$ cat src/rtl/corr_sample_feeder.sv
// corr_sample_feeder: buffers packed correlator samples and writes one per accelerator-ready
// handshake to the accelerator sample port, sequencing arm, integration and drain.
module corr_sample_feeder #(
  parameter logic [31:0] FIFO_BASE_ADDR = 32'h80000040,
  parameter int          INT_LENGTH     = 10,
  parameter int          FIFO_DEPTH     = 4
) (
  input  logic        clk,
  input  logic        rst,
  input  logic        start_i,
  input  logic        s_valid_i,
  input  logic [31:0] s_data_i,
  output logic        s_ready_o,
  output logic        m_req_o,
  output logic        m_we_o,
  output logic [31:0] m_addr_o,
  output logic [31:0] m_wdata_o,
  input  logic        m_ack_i,
  output logic        acc_on_o,
  input  logic        acc_ready_i,
  input  logic        calc_fin_i,
  output logic        busy_o,
  output logic        done_o
);
  localparam int AW = $clog2(FIFO_DEPTH);
  localparam int CW = $clog2(INT_LENGTH) + 1;
  typedef enum logic [2:0] {IDLE, ARM, WAIT_RDY, WRITE, DRAIN, FIN} state_t;
  state_t        state;
  logic [31:0]   mem [FIFO_DEPTH];
  logic [AW-1:0] wr_ptr, rd_ptr;
  logic [AW:0]   count;
  logic [CW-1:0] sample_cnt;
  logic          ready_en, rdy_flag, full, empty, push, pop;
  assign full      = count == (AW+1)'(FIFO_DEPTH);
  assign empty     = count == '0;
  // ready_en keeps s_ready low through reset and the edge it is released on
  assign s_ready_o = ready_en & ~full;
  assign push      = s_valid_i & s_ready_o;
  assign pop       = (state == WRITE) & m_ack_i;
  assign m_req_o   = state == WRITE;
  assign m_we_o    = m_req_o;
  assign m_addr_o  = m_req_o ? FIFO_BASE_ADDR : '0;
  assign m_wdata_o = m_req_o ? mem[rd_ptr] : '0;
  assign acc_on_o  = state != IDLE;
  assign busy_o    = state != IDLE;
  assign done_o    = state == FIN;
  always_ff @(posedge clk) begin
    if (push) mem[wr_ptr] <= s_data_i;
  end
  always_ff @(posedge clk or negedge rst) begin
    if (!rst) begin
      wr_ptr   <= '0;
      rd_ptr   <= '0;
      count    <= '0;
      ready_en <= 1'b0;
    end else begin
      ready_en <= 1'b1;
      if (push) wr_ptr <= wr_ptr + 1'b1;
      if (pop) rd_ptr <= rd_ptr + 1'b1;
      count <= count + (AW+1)'(push) - (AW+1)'(pop);
    end
  end
  always_ff @(posedge clk or negedge rst) begin
    if (!rst) begin
      state      <= IDLE;
      rdy_flag   <= 1'b0;
      sample_cnt <= '0;
    end else begin
      // a ready pulse coinciding with a completed write keeps the flag set
      rdy_flag <= (state == ARM || (acc_ready_i && busy_o)) ? 1'b1 : pop ? 1'b0 : rdy_flag;
      case (state)
        IDLE:     if (start_i) state <= ARM;
        ARM: begin
          sample_cnt <= '0;
          state      <= WAIT_RDY;
        end
        WAIT_RDY: if (rdy_flag && !empty) state <= WRITE;
        WRITE: if (m_ack_i) begin
          sample_cnt <= sample_cnt + CW'(1);
          state      <= (sample_cnt + CW'(1) == CW'(INT_LENGTH)) ? DRAIN : WAIT_RDY;
        end
        DRAIN:    if (calc_fin_i) state <= FIN;
        FIN: begin
          sample_cnt <= '0;
          state      <= IDLE;
        end
        default:  state <= IDLE;
      endcase
    end
  end
endmodule

$ cat config.mk
export PLATFORM = sky130hd
export DESIGN_NAME = corr_sample_feeder
export DESIGN_NICKNAME = d
export VERILOG_FILES = /design/src/rtl/corr_sample_feeder.sv
export SDC_FILE = /design/constraint.sdc
export NUM_CORES = 1
export LEC_CHECK = 0
export ABC_AREA = 0
export CAP_MARGIN = 15
export CORE_AREA = 10 10 120 122
export CTS_CLUSTER_DIAMETER = 120
export DETAILED_ROUTE_END_ITERATION = 10
export DIE_AREA = 0 0 130 132
export GPL_TIMING_DRIVEN = 0
export PLACE_DENSITY = 0.84
export SLEW_MARGIN = 20
export SYNTH_ARGS = -nofsm -noshare
export SYNTH_HDL_FRONTEND = slang
export SYNTH_SLANG_ARGS = --single-unit
$ cat constraint.sdc
create_clock -name clk -period 2.6 [get_ports clk]
set_input_delay 0.52 -clock clk [delete_from_list [all_inputs] [get_ports clk]]
set_output_delay 0.52 -clock clk [all_outputs]
set_load 0.01 [all_outputs]
==> results of run 1 <==
[critical path, cell delays in order, from the launching register on]
cell and delay [ps]:
dfrtp_1 340, buf_6 150, buf_4 120, mux4_1 530
and2_1 170, dlygate4sd2_1 290
[synthesized netlist by cell type]
cell	instances
edfxtp_1	128
and2_1	35
buf_4	35
mux4_2	28
dfrtp_1	17
nor2_1	12
ha_1	8
inv_1	8
and3_1	5
buf_2	5
nand2_1	5
xnor2_1	5
clkbuf_1	4
mux4_1	4
xor2_1	4
buf_12	3
a211oi_1	2
a21oi_1	2
conb_1	2
nand4_1	2
nor3_1	2
a2111oi_0	1
a21boi_2	1
a22o_1	1
and4b_1	1
buf_6	1
fa_1	1
mux2_1	1
mux2i_1	1
nand3_1	1
nand4b_1	1
nor2b_1	1
nor4bb_1	1
o21ai_0	1
o32a_1	1
or3_1	1
[power breakdown]
part	switching [uW]	leakage, uW	internal, uW
sequential	165	0.00136	2890
combinational	1340	0.00138	1630
clock	901	0.000298	1600
[cell type report]
cell class	instances	area (sq um)	share of cell area (%)
timing repair buffer	94	930.9	11.69
multi-input combinational	159	1539	19.32
tap	147	183.9	2.309
clock buffer	18	429.2	5.387
buffer	47	395.4	4.963
clock inverter	14	188.9	2.372
inverter	8	30.03	0.3769
sequential	145	4269	53.59
[what timing repair did]
action | 4_1_cts | 5_1_grt
setup buffers | 6 | 5
cloned | 0 | 1
setup endpoints to repair | 36 | 23
pin swaps | 1 | 1
gates resized for setup | 74 | 21
hold buffers | 0 | 0
[layer usage]
metal / share of wire, % / vias to the layer above / GRT usage, %
li1: - / 1479 / -
met1: 39 / 1610 / 15.96
met2: 52 / 117 / 23.83
met3: 7.9 / 16 / 6.195
met4: 1.3 / 0 / 4.125
met5: 0 / - / 0
[cell usage in the layout, fill, tap and decap left out, drive strengths merged, types with 2 or more instances in the layout]
cell type / netlist / layout
edfxtp: 128 / 128
buf: 44 / 66
clkdlybuf4s50: 0 / 43
and2: 35 / 35
mux4: 32 / 32
conb: 2 / 31
clkbuf: 4 / 28
dfrtp: 17 / 17
dlygate4sd2: 0 / 12
nor2: 12 / 12
clkdlybuf4s15: 0 / 10
inv: 8 / 9
ha: 8 / 8
clkinv: 0 / 7
nand2: 5 / 5
xnor2: 5 / 5
and3: 5 / 5
xor2: 4 / 4
bufinv: 0 / 4
a211oi: 2 / 2
nor3: 2 / 2
a21oi: 2 / 2
nand4: 2 / 2
clkinvlp: 0 / 2
[kinds of logic (layout without fill, tap and decap cells)]
group / after synthesis / in the layout / synth area share (%)
compound gates: 9 / 9 / 1.130
xor+xnor: 9 / 9 / 1.295
fa+ha+maj: 9 / 9 / 1.973
buf+inv: 56 / 181 / 6.638
flops: 145 / 145 / 70.12
mux: 34 / 34 / 12.43
other cells: 2 / 31 / 0.1234
simple gates: 67 / 67 / 6.289
[flip-flops by register name, summed over array words and instances (netlist names)]
signal / count
count: 3
rdy_flag: 1
ready_en: 1
state: 3
sample_cnt: 5
wr_ptr: 2
rd_ptr: 2
mem: 128
[metrics by stage]
| step | utilization (%) | power (uW) | TNS [ps] |
|---|---|---|---|
| floorplan | - | 4849 | 0 |
| finish | 66.88 | 8529 | 0 |
| CTS | 66.67 | 8550 | -50.31 |
| global placement | 60.13 | 5956 | -39190 |
| global route | 66.88 | 8963 | -16.15 |
| detailed placement | 61.09 | 6115 | -2619 |
[worst max path at each step]
| stage | depth (start not counted) | slack [ps] | end |
|---|---|---|---|
| after floorplan | 10 | 480 | count[2] |
| after global placement | 2 | -290 | mem[2][17] |
| after detailed placement | 6 | -210 | m_wdata_o[24] |
| after CTS | 6 | -50 | m_wdata_o[24] |
| after global routing | 6 | -20 | m_wdata_o[26] |
| final | 5 | 70 | m_wdata_o[2] |
==> results.sh, run 1 <==
export IMPL_grt_pass1_wl_mm=18.27
export IMPL_status="completed"
export IMPL_worstPathRequired_ps=2080
export IMPL_hold_viol=0
export IMPL_placed_area_sq_um=7277
export IMPL_dieArea_sq_um=17160
export IMPL_die_h_um=132
export IMPL_htreeDepth=4
export IMPL_clk_root_buffer_cell="clkbuf_16"
export IMPL_cap_violations=0
export IMPL_cp_max_fo=7
export IMPL_drt_first_iter_violations=193
export IMPL_io_buffers=78
export IMPL_path_clk_slew_ps=60
export IMPL_totalWireLength_mm=11.98
export IMPL_dp_cells=589
export IMPL_ctsLongestPathBuffers=2
export IMPL_wl_per_cell_um=18.96
export IMPL_p_leak_uw=0.003042
export IMPL_grt_max_degree=21
export IMPL_syn_area_sq_um=6088
export IMPL_drc_errors=0
export IMPL_cts_made_buffers=17
export IMPL_yosysWarnings=0
export IMPL_synth_seq_cells=145
export IMPL_ys_seq_area_share_pct=70.12
export IMPL_dp_slack_ps=-211.5
export IMPL_core_area_sq_um=11910
export IMPL_cts_tree="built"
export IMPL_rsz0062_at_grt="yes"
export IMPL_final_nets=520
export IMPL_setup_violations_final=0
export IMPL_rr_startpoint="count[1]"
export IMPL_final_area_sq_um=7966
export IMPL_ant_nets=0
export IMPL_area_delta_synth_final_pct=30.85
export IMPL_grt_pass1_vias=3391
export IMPL_antenna_found_initial=0
export IMPL_die_x_um=130
export IMPL_maxSlewViolCount=0
export IMPL_fp_row_count=40
export IMPL_grt_total_usage_pct=14.21
export IMPL_clock_sinks=145
export IMPL_synth_top_area_share_pct=63.13
export IMPL_post_route_period_util_pct=97.30
export IMPL_fmax_ghz=0.3953
export IMPL_syn_area_per_cell_sq_um=18.39
export IMPL_maxSlewHeadroom_pct=48.71
export IMPL_worst_slack_ps=70.10
export IMPL_crit_type="flop to output port"
export IMPL_dp_hpwl_mm=8.015
export IMPL_antenna_cells=0
export IMPL_synth_distinct_cells=36
export IMPL_synthesis_instances=331
export IMPL_skew_ps=8.886
export IMPL_ff2ff_setup_slack_ps=290
export IMPL_cp_start_kind="flop"
export IMPL_fin_crit_ps=2530
export IMPL_r2r_end="count[2]"
export IMPL_clkLatencyLatePin_ps=410
export IMPL_drt_vias_per_instance=5.098
export IMPL_rr_worst_depth=10
export IMPL_num_vias=3222
export IMPL_overflow=0
export IMPL_ios=109
export IMPL_post_route_cells_drive_above_1_share_pct=29.28
export IMPL_fillers=825
export IMPL_instances_no_fill=632
export IMPL_min_path_type="primary input to asynchronous set/reset pin"
export IMPL_gp_congestion=0.7178
export IMPL_start_util_pct=51.11
export IMPL_vdd_ir_drop_max_mv=0.4978
export IMPL_synth_area_leaders="edfxtp_1 63%, mux4_2 10%, dfrtp_1 7.0%"
export IMPL_hold_ws_ps=556.5
export IMPL_worst_pin_slew_ps=766.9
export IMPL_arrival_ps=2010
export IMPL_powerDensity_nw_per_um2=1071
export IMPL_startpoint="rd_ptr[0]"
export IMPL_drt_first_pass_iters=5
export IMPL_endpoint_kind="output port"
export IMPL_synth_area_leader_cell="edfxtp_1"
Power figures use the tool's default switching activity.
==> run 2, diff against run 1 <==
--- a/config.mk
+++ b/config.mk
@@ -12,7 +12,7 @@
 export DETAILED_ROUTE_END_ITERATION = 10
 export DIE_AREA = 0 0 130 132
 export GPL_TIMING_DRIVEN = 0
-export PLACE_DENSITY = 0.84
+export PLACE_DENSITY_LB_ADDON = 0.08
 export SLEW_MARGIN = 20
 export SYNTH_ARGS = -nofsm -noshare
 export SYNTH_HDL_FRONTEND = slang
==> run 2 against run 1 <==
Utilization hardly changed. Setup slack worse by 3.3 ps. Final area hardly changed. Via count is 1.4% lower. Critical endpoint is now m_wdata_o[1]. Highest routed layer unchanged.
==> results.sh, run 2 (synthesis results as in run 1) <==
export IMPL_post_route_period_util_pct=97.43
export IMPL_slowest_stage="mux4_1"
export IMPL_min_path_type="flop to flop"
export IMPL_start_util_pct=51.11
export IMPL_fp_row_count=40
export IMPL_crit_chain="buf_6 > buf_4 > mux4_1 > and2_1 > dlygate4sd2_1"
export IMPL_totalWireLength_mm=11.57
export IMPL_drt_first_iter_violations=159
export IMPL_skew_ps=10.06
export IMPL_die_h_um=132
export IMPL_status="completed"
export IMPL_ios=109
export IMPL_wl_per_cell_um=18.30
export IMPL_arrival_ps=2010
export IMPL_vdd_ir_drop_max_mv=0.5999
export IMPL_drt_vias_per_instance=5.027
export IMPL_maxSlewHeadroom_pct=45.88
export IMPL_dp_hpwl_mm=7.599
export IMPL_largest_register="mem"
export IMPL_clock_sinks=145
export IMPL_clkLatencyLatePin_ps=410
export IMPL_grt_pass1_wl_mm=18.28
export IMPL_cap_violations=0
export IMPL_cts_made_buffers=17
export IMPL_largest_reg_flops=128
export IMPL_hold_viol=0
export IMPL_netSwitchingFraction_pct=28.08
export IMPL_worstPathRequired_ps=2080
export IMPL_setup_violations_final=0
export IMPL_clk_root_buffer_cell="clkbuf_16"
export IMPL_io_buffers=78
export IMPL_post_route_cells_drive_above_1_share_pct=28.45
export IMPL_drc_errors=0
export IMPL_dp_slack_ps=-142.6
export IMPL_grt_total_usage_pct=14.03
export IMPL_gp_congestion=0.7156
export IMPL_final_nets=520
export IMPL_ctsLongestPathBuffers=2
export IMPL_critPathMaxStageDelay_ps=520
export IMPL_grt_pass1_vias=3409
export IMPL_power_switching_uw=2397
export IMPL_instances_no_fill=632
export IMPL_htreeDepth=4
export IMPL_comb_power_share_pct=34.9
export IMPL_grt_max_degree=27
export IMPL_worst_pin_slew_ps=809.3
export IMPL_p_total_uw=8538
export IMPL_p_int_uw=6141
export IMPL_fmax_ghz=0.3948
export IMPL_maxSlewViolCount=0
export IMPL_reg_top3="mem x128, sample_cnt x5"
export IMPL_worst_slack_ps=66.77
export IMPL_dieArea_sq_um=17160
export IMPL_area_delta_synth_final_pct=30.89
export IMPL_num_vias=3177
export IMPL_rsz0062_at_grt="no"
export IMPL_crit_type="flop to output port"
export IMPL_path_clk_slew_ps=60
export IMPL_antenna_cells=0
export IMPL_antenna_found_initial=0
export IMPL_powerDensity_nw_per_um2=1071
export IMPL_p_leak_uw=0.003041
export IMPL_dp_cells=589
export IMPL_fin_crit_ps=2533
export IMPL_seqPwrFrac_pct=35.8
export IMPL_overflow=0
export IMPL_cp_max_fo=6
export IMPL_ant_nets=0
export IMPL_core_area_sq_um=11910
export IMPL_endpoint_kind="output port"
export IMPL_cp_start_kind="flop"
export IMPL_final_common_cell="edfxtp_1"
export IMPL_die_x_um=130
export IMPL_layout_common_cells="128 x edfxtp_1, 47 x buf_4, 43 x clkdlybuf4s50_1"
export IMPL_drt_first_pass_iters=4
export IMPL_clkPwrFrac_pct=29.3
export IMPL_cts_tree="built"
## run 2: worst max-delay path, delay by kind of cell, from the launching register on
family,cells,cell delay (ps)
muxes,1,520
and+or+nand+nor,1,160
buffers and inverters,3,580
DFF,1,340
## run 2: layout make-up
class	instances	area (sq um)
flip-flops and latches	145	4270
fillers	833	3943
multi-input cells	159	1541
repair buffers	94	923.4
clock buffers	18	429.2
plain buffers	47	401.6
clock inverters	14	188.9
well taps	147	183.9
inverters	8	30.03
## run 2: final timing paths
check / from / endpoint / slack [ps] / depth (start not counted)
hold reg to reg: count[0] / count[0] / 540 / 1
min in group asynchronous: rst / wr_ptr[1] / 580 / 1
setup / recovery: rd_ptr[0] / m_wdata_o[1] / 70 / 5
hold / removal: count[0] / count[0] / 540 / 1
setup reg to reg: count[1] / count[2] / 400 / 10
max in group asynchronous: rst / state[0] / 1470 / 1
## run 2: per-layer routing
| metal | wire length [um] | track usage [%] | share of wire (%) | up-vias |
|---|---|---|---|---|
| met1 | 4637 | 16.57 | 40 | 1576 |
| li1 | - | - | - | 1490 |
| met5 | 0 | 0 | 0 | - |
| met3 | 867 | 5.229 | 7.5 | 15 |
| met4 | 140 | 4.500 | 1.2 | 0 |
| met2 | 5923 | 23.06 | 51 | 96 |
## run 2: metrics by stage
stage / instance area, sq um / hold WS [ps] / utilization [%] / TNS [ps]
after floorplan: 6197 / 224.4 / - / 0
after global placement: 7162 / 519.8 / 60.13 / -40360
after detailed placement: 7247 / 526.4 / 60.84 / -3106
after CTS: 7949 / 541.5 / 66.73 / 0
after global routing: 7969 / 560.6 / 66.90 / 0
final: 7969 / 539.6 / 66.90 / 0
## run 2: power groups by stage
stage	sequential, uW	clock, uW	combinational, uW
floorplan	3050	0	1800
detailed placement	3080	0	3000
global route	3090	2650	3270
CTS	3060	2550	2990
global placement	3080	0	2920
finish	3060	2500	2980
## run 2: timing repair
action / 4_1_cts / 5_1_grt
gates resized for setup: 62 / 21
endpoints found under the setup margin: 36 / 26
pin swaps: 1 / 1
setup buffers: 8 / 3
gates cloned: 1 / 0
hold buffers: 0 / 0
==> run 3, diff against run 2 <==
--- a/config.mk
+++ b/config.mk
@@ -7,10 +7,10 @@
 export LEC_CHECK = 0
 export ABC_AREA = 0
 export CAP_MARGIN = 15
-export CORE_AREA = 10 10 120 122
-export CTS_CLUSTER_DIAMETER = 120
+export CORE_AREA = 10 10 118 120
+export CTS_BUF_LIST = sky130_fd_sc_hd__clkbuf_4
 export DETAILED_ROUTE_END_ITERATION = 10
-export DIE_AREA = 0 0 130 132
+export DIE_AREA = 0 0 128 130
 export GPL_TIMING_DRIVEN = 0
 export PLACE_DENSITY_LB_ADDON = 0.08
 export SLEW_MARGIN = 20
==> run 3 against run 2 <==
Die area is 3.0% lower. Non-clock buffer count did not move. Setup slack worse by 35 ps. Largest power group is now combinational logic. Fmax is 1.4% lower. Combinational power increased by 9.1%. Critical endpoint is now m_wdata_o[14]. Clock skew rose by 2.8 ps. Sequential share of layout area increased by 1.4 points. Clock-buffer cell count is the same. Register-to-register slack got worse by 20 ps. Final area is 2.5% lower. Critical path depth grew 1.
==> results.sh, run 3 (synthesis results as in run 1) <==
export IMPL_rsz0062_at_grt="yes"
export IMPL_post_route_period_util_pct=98.77
export IMPL_ant_nets=0
export IMPL_path_clk_slew_ps=120
export IMPL_fmax_ghz=0.3894
export IMPL_totalWireLength_mm=11.62
export IMPL_maxSlewHeadroom_pct=46.12
export IMPL_maxSlewViolCount=0
export IMPL_fp_row_count=40
export IMPL_setup_violations_final=0
export IMPL_worstPathRequired_ps=2080
export IMPL_antenna_found_initial=1
export IMPL_cap_violations=0
export IMPL_wl_per_cell_um=18.35
export IMPL_clkLatencyLatePin_ps=520
export IMPL_endpoint_kind="output port"
export IMPL_drt_first_pass_iters=4
export IMPL_grt_total_usage_pct=14.55
export IMPL_reg_top3="mem x128, sample_cnt x5"
export IMPL_drt_vias_per_instance=4.997
export IMPL_drc_errors=0
export IMPL_largest_reg_flops=128
export IMPL_cp_max_fo=8
export IMPL_p_leak_uw=0.002978
export IMPL_clk_root_buffer_cell="clkbuf_4"
export IMPL_grt_max_degree=27
export IMPL_skew_ps=12.86
export IMPL_min_path_type="primary input to asynchronous set/reset pin"
export IMPL_dieArea_sq_um=16640
export IMPL_status="completed"
export IMPL_dp_cells=589
export IMPL_final_common_cell="edfxtp_1"
export IMPL_ios=109
export IMPL_hold_buffers=0
export IMPL_overflow=0
export IMPL_core_area_sq_um=11710
export IMPL_vdd_ir_drop_max_mv=0.4988
export IMPL_start_util_pct=51.99
export IMPL_post_route_cells_drive_above_1_share_pct=38.14
export IMPL_worst_pin_slew_ps=805.7
export IMPL_clock_sinks=145
export IMPL_powerDensity_nw_per_um2=1034
export IMPL_drt_first_iter_violations=123
export IMPL_largest_register="mem"
export IMPL_arrival_ps=2050
export IMPL_dp_hpwl_mm=7.611
export IMPL_instances_no_fill=633
export IMPL_layout_common_cells="128 x edfxtp_1, 48 x buf_4, 40 x clkdlybuf4s50_1"
export IMPL_htreeDepth=4
export IMPL_final_nets=520
export IMPL_grt_pass1_vias=3349
export IMPL_die_x_um=128
export IMPL_ctsLongestPathBuffers=2
export IMPL_crit_type="flop to output port"
export IMPL_cts_made_buffers=17
export IMPL_io_buffers=78
export IMPL_area_delta_synth_final_pct=27.66
export IMPL_grt_pass1_wl_mm=18.06
export IMPL_cts_tree="built"
export IMPL_num_vias=3163
export IMPL_fin_crit_ps=2568
export IMPL_gp_congestion=0.7095
export IMPL_cp_start_kind="flop"
export IMPL_final_core_util_pct=66.37
export IMPL_die_h_um=130
export IMPL_hold_viol=0
[run 3: report_power, final]
part	leakage (uW)	internal (uW)	total, uW	switching [uW]
Combinational	0.00143	1870	3250	1380
Sequential	0.00136	2880	3050	170
Clock	0.000186	966	1740	777
[run 3: cell type report]
class | count | area [sq um]
diodes | 1 | 2.502
plain buffers | 46 | 389.1
clock inverters | 14 | 237.7
fillers | 869 | 3939
multi-input cells | 159 | 1589
inverters | 8 | 30.03
flip-flops and latches | 145 | 4270
clock buffers | 18 | 135.1
repair buffers | 95 | 934.6
well taps | 147 | 183.9
[run 3: stage by stage]
step	TNS, ps	hold WS (ps)	area, sq um	total power (uW)	worst slack (ps)
after floorplan	0	224.4	6197	4849	484.9
after global placement	-48050	524.7	7162	5997	-378.6
after detailed placement	-2399	529.9	7254	6086	-178.0
after CTS	-444.0	427.6	7804	8188	-40.80
after global routing	-877.4	450.8	7772	8535	-96.85
final	0	453.2	7772	8040	31.87
[run 3: worst paths after layout]
path / to / start / depth (start not counted) / slack (ps)
min in group clk: state[0] / calc_fin_i / 3 / 540
max in group asynchronous: state[0] / rst / 1 / 1590
worst min register to register: rdy_flag / rdy_flag / 1 / 550
worst max register to register: count[2] / count[1] / 10 / 380
worst max-delay path: m_wdata_o[14] / rd_ptr[0] / 6 / 30
worst min-delay path: count[0] / rst / 1 / 450
[run 3: repair_timing]
item	in CTS	in global routing
endpoints found under the hold margin	0	0
buffers inserted	13	0
cloned	3	0
setup endpoints to repair	38	34
gates resized for setup	172	27
pin swaps	24	6
[run 3: routing by layer]
layer / share of wire [%] / vias to the layer above / track usage, %
met4: 1.2 / 0 / 5.364
li1: - / 1483 / -
met5: 0 / - / 0
met1: 38 / 1579 / 15.69
met3: 7.2 / 7 / 5.801
met2: 54 / 94 / 25.35
[run 3: critical path, cell delays in order (launching register included)]
cell,delay [ps]
dfrtp_1,380
buf_8,160
buf_12,110
buf_12,110
mux4_2,500
and2_4,150
buf_6,110
